$ cat config.mk
export PLATFORM = sky130hd
export DESIGN_NAME = program_loader_flat
export DESIGN_NICKNAME = d
export VERILOG_FILES = /design/src/rtl/program_loader_if.sv /design/src/rtl/program_loader.sv /design/src/flat_wrapper.sv
export SDC_FILE = /design/constraint.sdc
export NUM_CORES = 1
export LEC_CHECK = 0
export CAP_MARGIN = 30
export CORE_MARGIN = 3
export CORE_UTILIZATION = 25
export CTS_CLUSTER_DIAMETER = 200
export DETAILED_ROUTE_END_ITERATION = 16
export SETUP_SLACK_MARGIN = 0.5
export SKIP_LAST_GASP = 1
export SYNTH_ARGS = -nofsm -noshare
export SYNTH_HDL_FRONTEND = slang
export SYNTH_SLANG_ARGS = --single-unit
$ cat constraint.sdc
create_clock -name i_clock -period 7 [get_ports i_clock]
set_clock_uncertainty 0.1 [all_clocks]
set_input_delay 1.4 -clock i_clock [delete_from_list [all_inputs] [get_ports i_clock]]
set_output_delay 1.4 -clock i_clock [all_outputs]
set_load 0.01 [all_outputs]
$ cat src/rtl/program_loader_if.sv
// Loader-side bus: UART receive strobe, load request, program-memory write
// port, status flags and the ACK/NAK byte for the UART transmitter.
interface program_loader_if #(
  parameter int CANT_BITS_ADDR     = 11,
  parameter int RAM_WIDTH_PROGRAMA = 32
) ();
  logic                          i_load_request;
  logic [7:0]                    i_rx_data;
  logic                          i_rx_valid;
  logic [CANT_BITS_ADDR-1:0]     o_addr_mem_programa;
  logic [RAM_WIDTH_PROGRAMA-1:0] o_data_mem_programa;
  logic                          o_write_read_mem;
  logic                          o_enable_mem;
  logic                          o_control_mux_addr_mem;
  logic                          o_busy;
  logic                          o_done;
  logic                          o_error;
  logic                          o_ack_valid;
  logic [7:0]                    o_ack_data;
  logic [CANT_BITS_ADDR:0]       o_word_count;

  // Side that drives bytes and requests (UART receiver / control logic)
  modport master (
    output i_load_request, i_rx_data, i_rx_valid,
    input  o_addr_mem_programa, o_data_mem_programa, o_write_read_mem,
           o_enable_mem, o_control_mux_addr_mem, o_busy, o_done, o_error,
           o_ack_valid, o_ack_data, o_word_count
  );

  // The loader itself
  modport slave (
    input  i_load_request, i_rx_data, i_rx_valid,
    output o_addr_mem_programa, o_data_mem_programa, o_write_read_mem,
           o_enable_mem, o_control_mux_addr_mem, o_busy, o_done, o_error,
           o_ack_valid, o_ack_data, o_word_count
  );
endinterface

$ cat src/rtl/program_loader.sv
// Serial program loader: 16-bit big-endian word-count header, then
// big-endian 32-bit instructions written to program memory from address 0.
// Finishes with an ACK (0x06) or NAK (0x15) strobe. Every output decodes
// from registers, so nothing combinational reaches the fetch stage.
module program_loader #(
  parameter int RAM_WIDTH_PROGRAMA = 32,
  parameter int RAM_DEPTH_PROGRAMA = 2048,
  parameter int CANT_BITS_ADDR     = 11,
  parameter int TIMEOUT_CYCLES     = 1000000,
  parameter int TIMEOUT_BITS       = 20
) (
  input  logic           i_clock,
  input  logic           i_soft_reset,
  program_loader_if.slave bus
);
  typedef enum logic [2:0] {IDLE, CNT_HI, CNT_LO, DATA, WRITE, DONE, FAIL} state_t;

  localparam logic [7:0]              ACK_BYTE = 8'h06;
  localparam logic [7:0]              NAK_BYTE = 8'h15;
  localparam logic [15:0]             DEPTH    = 16'(RAM_DEPTH_PROGRAMA);
  localparam logic [TIMEOUT_BITS-1:0] TMO_LAST = TIMEOUT_BITS'(TIMEOUT_CYCLES - 1);

  state_t                        state;
  logic [7:0]                    cnt_hi;
  logic [15:0]                   count;
  logic [23:0]                   word_lo;    // first three bytes of the word in flight
  logic [1:0]                    byte_idx;
  logic [CANT_BITS_ADDR-1:0]     addr;
  logic [CANT_BITS_ADDR:0]       word_count;
  logic [RAM_WIDTH_PROGRAMA-1:0] data;
  logic                          done;
  logic                          err;
  logic [TIMEOUT_BITS-1:0]       tmo;

  logic [15:0] count_in;
  logic [15:0] written_next;
  logic        tmo_hit;
  logic        busy;

  assign count_in     = {cnt_hi, bus.i_rx_data};
  assign written_next = 16'(word_count) + 16'd1;
  assign tmo_hit      = (tmo == TMO_LAST);

  // Load sequencer: header capture, word assembly, write strobe, ACK/NAK.
  // The inter-byte timeout counter restarts on every state change and byte.
  always_ff @(posedge i_clock) begin
    if (i_soft_reset) begin
      state      <= IDLE;
      addr       <= '0;
      word_count <= '0;
      data       <= '0;
      done       <= 1'b0;
      err        <= 1'b0;
      byte_idx   <= '0;
      tmo        <= '0;
    end else begin
      case (state)
        IDLE: begin
          if (bus.i_load_request) begin
            done       <= 1'b0;
            err        <= 1'b0;
            word_count <= '0;
            addr       <= '0;
            byte_idx   <= '0;
            tmo        <= '0;
            state      <= CNT_HI;
          end
        end
        CNT_HI: begin
          if (bus.i_rx_valid) begin
            cnt_hi <= bus.i_rx_data;
            tmo    <= '0;
            state  <= CNT_LO;
          end else if (tmo_hit) begin
            tmo   <= '0;
            state <= FAIL;
          end else begin
            tmo <= tmo + TIMEOUT_BITS'(1);
          end
        end
        CNT_LO: begin
          if (bus.i_rx_valid) begin
            count <= count_in;
            tmo   <= '0;
            state <= (count_in == 16'd0 || count_in > DEPTH) ? FAIL : DATA;
          end else if (tmo_hit) begin
            tmo   <= '0;
            state <= FAIL;
          end else begin
            tmo <= tmo + TIMEOUT_BITS'(1);
          end
        end
        DATA: begin
          if (bus.i_rx_valid) begin
            word_lo <= {word_lo[15:0], bus.i_rx_data};
            tmo     <= '0;
            if (byte_idx == 2'd3) begin
              data     <= RAM_WIDTH_PROGRAMA'({word_lo, bus.i_rx_data});
              byte_idx <= 2'd0;
              state    <= WRITE;
            end else begin
              byte_idx <= byte_idx + 2'd1;
            end
          end else if (tmo_hit) begin
            tmo   <= '0;
            state <= FAIL;
          end else begin
            tmo <= tmo + TIMEOUT_BITS'(1);
          end
        end
        WRITE: begin
          // A byte landing in the write cycle starts the next word.
          addr       <= addr + CANT_BITS_ADDR'(1);
          word_count <= word_count + (CANT_BITS_ADDR+1)'(1);
          tmo        <= '0;
          if (bus.i_rx_valid) begin
            word_lo  <= {word_lo[15:0], bus.i_rx_data};
            byte_idx <= 2'd1;
          end
          state <= (written_next == count) ? DONE : DATA;
        end
        DONE: begin
          done  <= 1'b1;
          state <= IDLE;
        end
        FAIL: begin
          err   <= 1'b1;
          state <= IDLE;
        end
        default: state <= IDLE;
      endcase
    end
  end

  assign busy = (state == CNT_HI) || (state == CNT_LO) ||
                (state == DATA)   || (state == WRITE);

  assign bus.o_addr_mem_programa    = addr;
  assign bus.o_data_mem_programa    = data;
  assign bus.o_write_read_mem       = (state == WRITE);
  assign bus.o_enable_mem           = (state == WRITE);
  assign bus.o_busy                 = busy;
  assign bus.o_control_mux_addr_mem = busy;
  assign bus.o_done                 = done;
  assign bus.o_error                = err;
  assign bus.o_ack_valid            = (state == DONE) || (state == FAIL);
  assign bus.o_ack_data             = (state == DONE) ? ACK_BYTE :
                                      (state == FAIL) ? NAK_BYTE : 8'h00;
  assign bus.o_word_count           = word_count;
endmodule
$ cat src/flat_wrapper.sv
// flat-port wrapper written by rule: the top's interface ports become plain ports
module program_loader_flat 
#(
  parameter int RAM_WIDTH_PROGRAMA = 32,
  parameter int RAM_DEPTH_PROGRAMA = 2048,
  parameter int CANT_BITS_ADDR     = 11,
  parameter int TIMEOUT_CYCLES     = 1000000,
  parameter int TIMEOUT_BITS       = 20
)
  (i_clock, i_soft_reset, bus_i_load_request, bus_i_rx_data, bus_i_rx_valid, bus_o_addr_mem_programa, bus_o_data_mem_programa, bus_o_write_read_mem, bus_o_enable_mem, bus_o_control_mux_addr_mem, bus_o_busy, bus_o_done, bus_o_error, bus_o_ack_valid, bus_o_ack_data, bus_o_word_count);
  program_loader_if #(.CANT_BITS_ADDR(CANT_BITS_ADDR), .RAM_WIDTH_PROGRAMA(RAM_WIDTH_PROGRAMA)) bus_i ();
  input  logic i_clock;
  input  logic i_soft_reset;
  input wire logic [$bits(bus_i.i_load_request)-1:0] bus_i_load_request;
  input wire logic [$bits(bus_i.i_rx_data)-1:0] bus_i_rx_data;
  input wire logic [$bits(bus_i.i_rx_valid)-1:0] bus_i_rx_valid;
  output wire logic [$bits(bus_i.o_addr_mem_programa)-1:0] bus_o_addr_mem_programa;
  output wire logic [$bits(bus_i.o_data_mem_programa)-1:0] bus_o_data_mem_programa;
  output wire logic [$bits(bus_i.o_write_read_mem)-1:0] bus_o_write_read_mem;
  output wire logic [$bits(bus_i.o_enable_mem)-1:0] bus_o_enable_mem;
  output wire logic [$bits(bus_i.o_control_mux_addr_mem)-1:0] bus_o_control_mux_addr_mem;
  output wire logic [$bits(bus_i.o_busy)-1:0] bus_o_busy;
  output wire logic [$bits(bus_i.o_done)-1:0] bus_o_done;
  output wire logic [$bits(bus_i.o_error)-1:0] bus_o_error;
  output wire logic [$bits(bus_i.o_ack_valid)-1:0] bus_o_ack_valid;
  output wire logic [$bits(bus_i.o_ack_data)-1:0] bus_o_ack_data;
  output wire logic [$bits(bus_i.o_word_count)-1:0] bus_o_word_count;
  assign bus_i.i_load_request = bus_i_load_request;
  assign bus_i.i_rx_data = bus_i_rx_data;
  assign bus_i.i_rx_valid = bus_i_rx_valid;
  assign bus_o_addr_mem_programa = bus_i.o_addr_mem_programa;
  assign bus_o_data_mem_programa = bus_i.o_data_mem_programa;
  assign bus_o_write_read_mem = bus_i.o_write_read_mem;
  assign bus_o_enable_mem = bus_i.o_enable_mem;
  assign bus_o_control_mux_addr_mem = bus_i.o_control_mux_addr_mem;
  assign bus_o_busy = bus_i.o_busy;
  assign bus_o_done = bus_i.o_done;
  assign bus_o_error = bus_i.o_error;
  assign bus_o_ack_valid = bus_i.o_ack_valid;
  assign bus_o_ack_data = bus_i.o_ack_data;
  assign bus_o_word_count = bus_i.o_word_count;
  program_loader #(.RAM_WIDTH_PROGRAMA(RAM_WIDTH_PROGRAMA), .RAM_DEPTH_PROGRAMA(RAM_DEPTH_PROGRAMA), .CANT_BITS_ADDR(CANT_BITS_ADDR), .TIMEOUT_CYCLES(TIMEOUT_CYCLES), .TIMEOUT_BITS(TIMEOUT_BITS)) u_core (.i_clock(i_clock), .i_soft_reset(i_soft_reset), .bus(bus_i));
endmodule
Yosys cells after proc, flatten, opt, wreduce, memory -nomap -nowiden
Cells that the tools add are included.
{"block": "totals", "register_bits": 130, "in_bits": 12, "output_inout_bits": 70, "wordCells": 82}
{"block": "op_classes", "addsub": 5, "n_lt_le_gt_ge": 1, "n_eq_ne": 13, "n_mux": 27, "bitwise": 1, "reduce_logical": 24}
{"op": "20-bit 2-to-1 mux", "n": 3}
{"op": "20-bit one-hot mux with 3 select lines", "n": 1}
{"op": "3-bit 2-to-1 mux", "n": 8}
{"op": "12-bit one-hot mux with 2 select lines", "n": 1}
{"op": "11-bit one-hot mux with 2 select lines", "n": 1}
{"op": "20-bit by 1-bit adder with 20-bit output, second input constant", "n": 1}
{"op": "20-bit equality test, second input constant", "n": 1}
{"op": "16-bit equality test", "n": 1}
{"op": "16-bit by 12-bit greater-than comparator with 1-bit output, second input constant", "n": 1}
{"op": "16-bit logical NOT", "n": 1}
{"op": "3-bit one-hot mux with 5 select lines", "n": 1}
{"op": "12-bit by 1-bit adder with 13-bit output, second input constant", "n": 1}
{"op": "12-bit by 1-bit adder with 12-bit output, second input constant", "n": 1}
{"op": "12-bit 2-to-1 mux", "n": 1}
{"op": "3-bit AND reduction", "n": 4}
{"op": "11-bit by 1-bit adder with 11-bit output, second input constant", "n": 1}
{"op": "11-bit 2-to-1 mux", "n": 1}
{"op": "2-bit AND reduction", "n": 5}
{"op": "3-bit equality test, second input constant", "n": 3}
{"op": "2-bit 2-to-1 mux", "n": 4}
{"op": "8-bit 2-to-1 mux", "n": 1}
{"op": "3-bit by 2-bit equality test with 1-bit output, second input constant", "n": 2}
{"op": "2-bit inequality test, second input constant", "n": 3}
{"op": "2-bit one-hot mux with 3 select lines", "n": 1}
{"op": "15 further kinds", "n": 23}

Longest topological paths before layout
{"block": "logic_depth", "word_depth": 5, "ltp_mapped": 8}

Worst setup path before layout
Ideal clock, no wire load.
{"block": "synth_timing", "path_type": "input to register", "start": "input bus_i_rx_valid", "end": "register u_core.word_lo[0], enable pin", "t_arrival_ps": 3538, "required_ps": 6465, "slack_ps": 2927, "cell_stages": 3, "n_path_buf": 1, "cell_sequence": "clkbuf_1 > clkinv_1 > nor3_1"}
{"block": "synth_between", "elab_chain_cells": 1}
{"element": "start: declaration", "line": "flat_wrapper.sv:16", "source": "input wire logic [$bits(bus_i.i_rx_valid)-1:0] bus_i_rx_valid;"}
{"element": "3-bit AND reduction (no line)"}
{"element": "end signal: assignment", "line": "program_loader.sv:95", "source": "word_lo <= {word_lo[15:0], bus.i_rx_data};"}
{"element": "end signal: assignment", "line": "program_loader.sv:117", "source": "word_lo <= {word_lo[15:0], bus.i_rx_data};"}
{"element": "end: declaration", "line": "program_loader.sv:26", "source": "logic [23:0] word_lo;"}
No other way between the ends.
A chain may end at the register's enable or synchronous reset.

Worst setup path in the final report
{"block": "layout_timing", "start": "register u_core.state[2]", "end": "output bus_o_write_read_mem"}
{"block": "layout_between", "elab_chain_cells": 1}
{"element": "start: declaration", "line": "program_loader.sv:23", "source": "state_t state;"}
{"element": "start signal: assignment", "line": "program_loader.sv:85", "source": "state <= (count_in == 16'd0 || count_in > DEPTH) ? FAIL : DATA;"}
{"element": "start signal: assignment", "line": "program_loader.sv:120", "source": "state <= (written_next == count) ? DONE : DATA;"}
{"element": "3-bit equality test", "line": "program_loader.sv:140", "source": "assign bus.o_write_read_mem = (state == WRITE);"}
{"element": "end: declaration", "line": "flat_wrapper.sv:19", "source": "output wire logic [$bits(bus_i.o_write_read_mem)-1:0] bus_o_write_read_mem;"}
No other way between the ends.

==> results.sh <==
export IMPL_nNetsFinal=643
export IMPL_drt_initial_drc_count=228
export IMPL_ys_seq_elements=130
export IMPL_clockRootBuffer="clkbuf_16"
export IMPL_hold_viol=0
export IMPL_status="finished, final reports clean"
export IMPL_clkSlewWorstSetupHoldPaths_ps=60
export IMPL_grt_setup_unrepaired="no"
export IMPL_grt_max_degree=71
export IMPL_grt_usage=0.113
export IMPL_worst_pin_slew_ps=804
export IMPL_coreArea_mm2=0.0213
export IMPL_io_pins=82
export IMPL_via_per_inst=4.64
export IMPL_post_cts_resized=0
export IMPL_dr_pass1_iters=4
export IMPL_drc=0
export IMPL_synth_edff_count=48
export IMPL_critPathMaxFanout=24
export IMPL_synthCells=564
export IMPL_synthDistinctLibCells=56
export IMPL_yosys_area_top_type="dfxtp_1"
export IMPL_final_util=0.332
export IMPL_cts_buffer_depth=2
export IMPL_synth_top_cell_area_share=0.299
export IMPL_crit_path_end_kind="primary output"
export IMPL_p_per_area_mw_per_mm2=249
export IMPL_reg2reg_depth=7
export IMPL_slew_viol_final=0
export IMPL_antenna_left=0
export IMPL_leakage_nw=2.34
export IMPL_grt_pass1_wl_mm=21.4
export IMPL_portBuffers=77
export IMPL_row_count=53
export IMPL_htreeDepth=4
export IMPL_yosysWarnings=0
export IMPL_cp_start_kind="flop"
export IMPL_final_cell_mix="96 x nand2_1, 82 x dfxtp_1, 76 x clkdlybuf4s50_1"
export IMPL_ir_drop_mv=0.153
export IMPL_slew_headroom=0.464
export IMPL_reg2reg_setup_slack_ps=4250
export IMPL_critPathArrivalTime_ps=2720
export IMPL_vias=4243
export IMPL_dieWidth_um=154
export IMPL_worstSetupPathType="reg2out"
export IMPL_grt_pass1_vias=3992
export IMPL_synth_top_flop_cell="dfxtp_1"
export IMPL_crit_slowest_cell="or3b_1"
export IMPL_critPathMaxStageDelay_ps=740
export IMPL_dieArea_mm2=0.0238
export IMPL_antenna_cells=0
export IMPL_crit_cells=3
export IMPL_cts_setup_buffers=0
export IMPL_die_h_um=154
export IMPL_cts_tree="built"
export IMPL_gp_congestion=0.779
export IMPL_cts_made_buffers=17
export IMPL_antenna_found_initial=0
export IMPL_final_common_cell="nand2_1"
export IMPL_routedWlPerCell_um=14.4
export IMPL_cap_violations=0
export IMPL_stdcell_area_mm2=0.00706
export IMPL_ys_seq_area_frac=0.561
export IMPL_async_reset_ff_frac=0
export IMPL_drive_above_1_share=0.0828
export IMPL_syn_area_per_cell_um2=9.74
export IMPL_hpwl_mm=9.01
export IMPL_clk_latency_ps=420
export IMPL_finalCritPeriodShare=0.603
export IMPL_hold_buffers=0
export IMPL_crit_buf_inv=2
export IMPL_period_needed_ps=4220
export IMPL_path_delay_family="buffers and inverters"
export IMPL_numClockSinks=130
export IMPL_setup_viol=0
export IMPL_hold_path_class="reg2reg"
export IMPL_finalSetupTns_ps=0
export IMPL_max_freq_mhz=237
export IMPL_syn_area_mm2=0.00549
export IMPL_initial_core_util=0.258
export IMPL_crit_required_ps=5500
export IMPL_hold_slack_ps=349
export IMPL_globalRouteOverflowTotal=0
export IMPL_path_cells="or3b_1 -> clkinv_2 -> clkdlybuf4s50_1"
export IMPL_area_growth_pct=28.4
export IMPL_place_area_mm2=0.00649
export IMPL_wl_mm=13.2
export IMPL_synthTopCellsByArea="dfxtp_1 30%, edfxtp_1 26%, nand2_1 6.6%"
export IMPL_hold_path_cell_count=0
[cell type report]
cell class                 count  area [um2]
fill                        2138       14200
sequential                   130        3080
multi-input combinational    387        2200
timing repair buffer          82         823
clock buffer                  19         443
tap                          275         344
clock inverter                13         128
inverter                       9        35.0
[final timing paths]
check                                                                       end                    startpoint
worst max-delay path                                       bus_o_write_read_mem  u_core.state[2]$_SDFFE_PP0P_
worst max register to register  u_core.bus.o_addr_mem_programa[10]$_SDFFE_PP0P_  u_core.state[2]$_SDFFE_PP0P_
worst min register to register                     u_core.word_lo[22]$_DFFE_PP_  u_core.word_lo[14]$_DFFE_PP_
worst min-delay path                               u_core.word_lo[22]$_DFFE_PP_  u_core.word_lo[14]$_DFFE_PP_
[synth_stat cells, types with 3 or more instances]
cell,number
nand2_1,96
dfxtp_1,82
a21oi_1,55
nor2_1,50
edfxtp_1,48
clkbuf_1,29
xor2_1,23
nand3_1,22
o21ai_0,15
and3_1,13
nand4_1,10
buf_4,9
xnor2_1,9
nor3_1,8
inv_1,7
nor4_1,6
a22oi_1,5
a31oi_1,5
or3_1,5
a211oi_1,4
a311oi_1,4
ha_1,4
mux2_2,4
and4_1,3
buf_2,3
nand2b_1,3
nor2b_1,3
nor3_2,3
[through the flow]
step / cells / total power [mW] / setup slack, ps
after floorplan: 567 / 0.881 / 2930
after CTS: 915 / 1.77 / 2760
final: 915 / 1.75 / 2780
after global placement: 882 / 0.915 / 3270
after global routing: 915 / 1.82 / 2590
after detailed placement: 883 / 0.915 / 3200
[power by group]
part | total [mW] | leakage [nW] | switching (mW) | internal, mW
logic | 0.0934 | 0.968 | 0.0606 | 0.0328
clock network | 0.858 | 0.276 | 0.353 | 0.504
registers | 0.804 | 1.09 | 0.0108 | 0.793
[state kept, by name (all words and copies together), names as in the netlist]
signal	count
u_core.count	16
u_core.bus.o_error	1
u_core.tmo	20
u_core.bus.o_data_mem_programa	32
u_core.word_lo	24
u_core.byte_idx	2
u_core.bus.o_word_count	12
u_core.bus.o_addr_mem_programa	11
u_core.state	3
u_core.bus.o_done	1
u_core.cnt_hi	8
[metal layers]
layer | global-route usage | part of all wire
met5 | 0 | 0
met3 | 0.0395 | 0.054
met1 | 0.151 | 0.46
met4 | 0.0349 | 0.013
met2 | 0.173 | 0.47
[kinds of logic (layout without fill, tap and decap cells)]
group                    Yosys count  count (layout)  share of synthesized area
XOR/XNOR                          32              32                     0.0510
buffers and inverters             50             123                     0.0412
multiplexers                       7               7                     0.0141
adder cells (fa/ha/maj)            4               4                    0.00911
other                              1               4                   0.000683
AO/OA/AOI/OAI                    104             104                      0.118
flip-flops                       130             130                      0.561
AND/OR/NAND/NOR                  236             236                      0.205
[worst reg2reg max path, delay by kind of cell (launching register included)]
family        cells  cell delay, ps
simple gates      5            1280
mux               1             320
buf+inv           1             350
flops             1             630
Power figures use the tool's default switching activity.
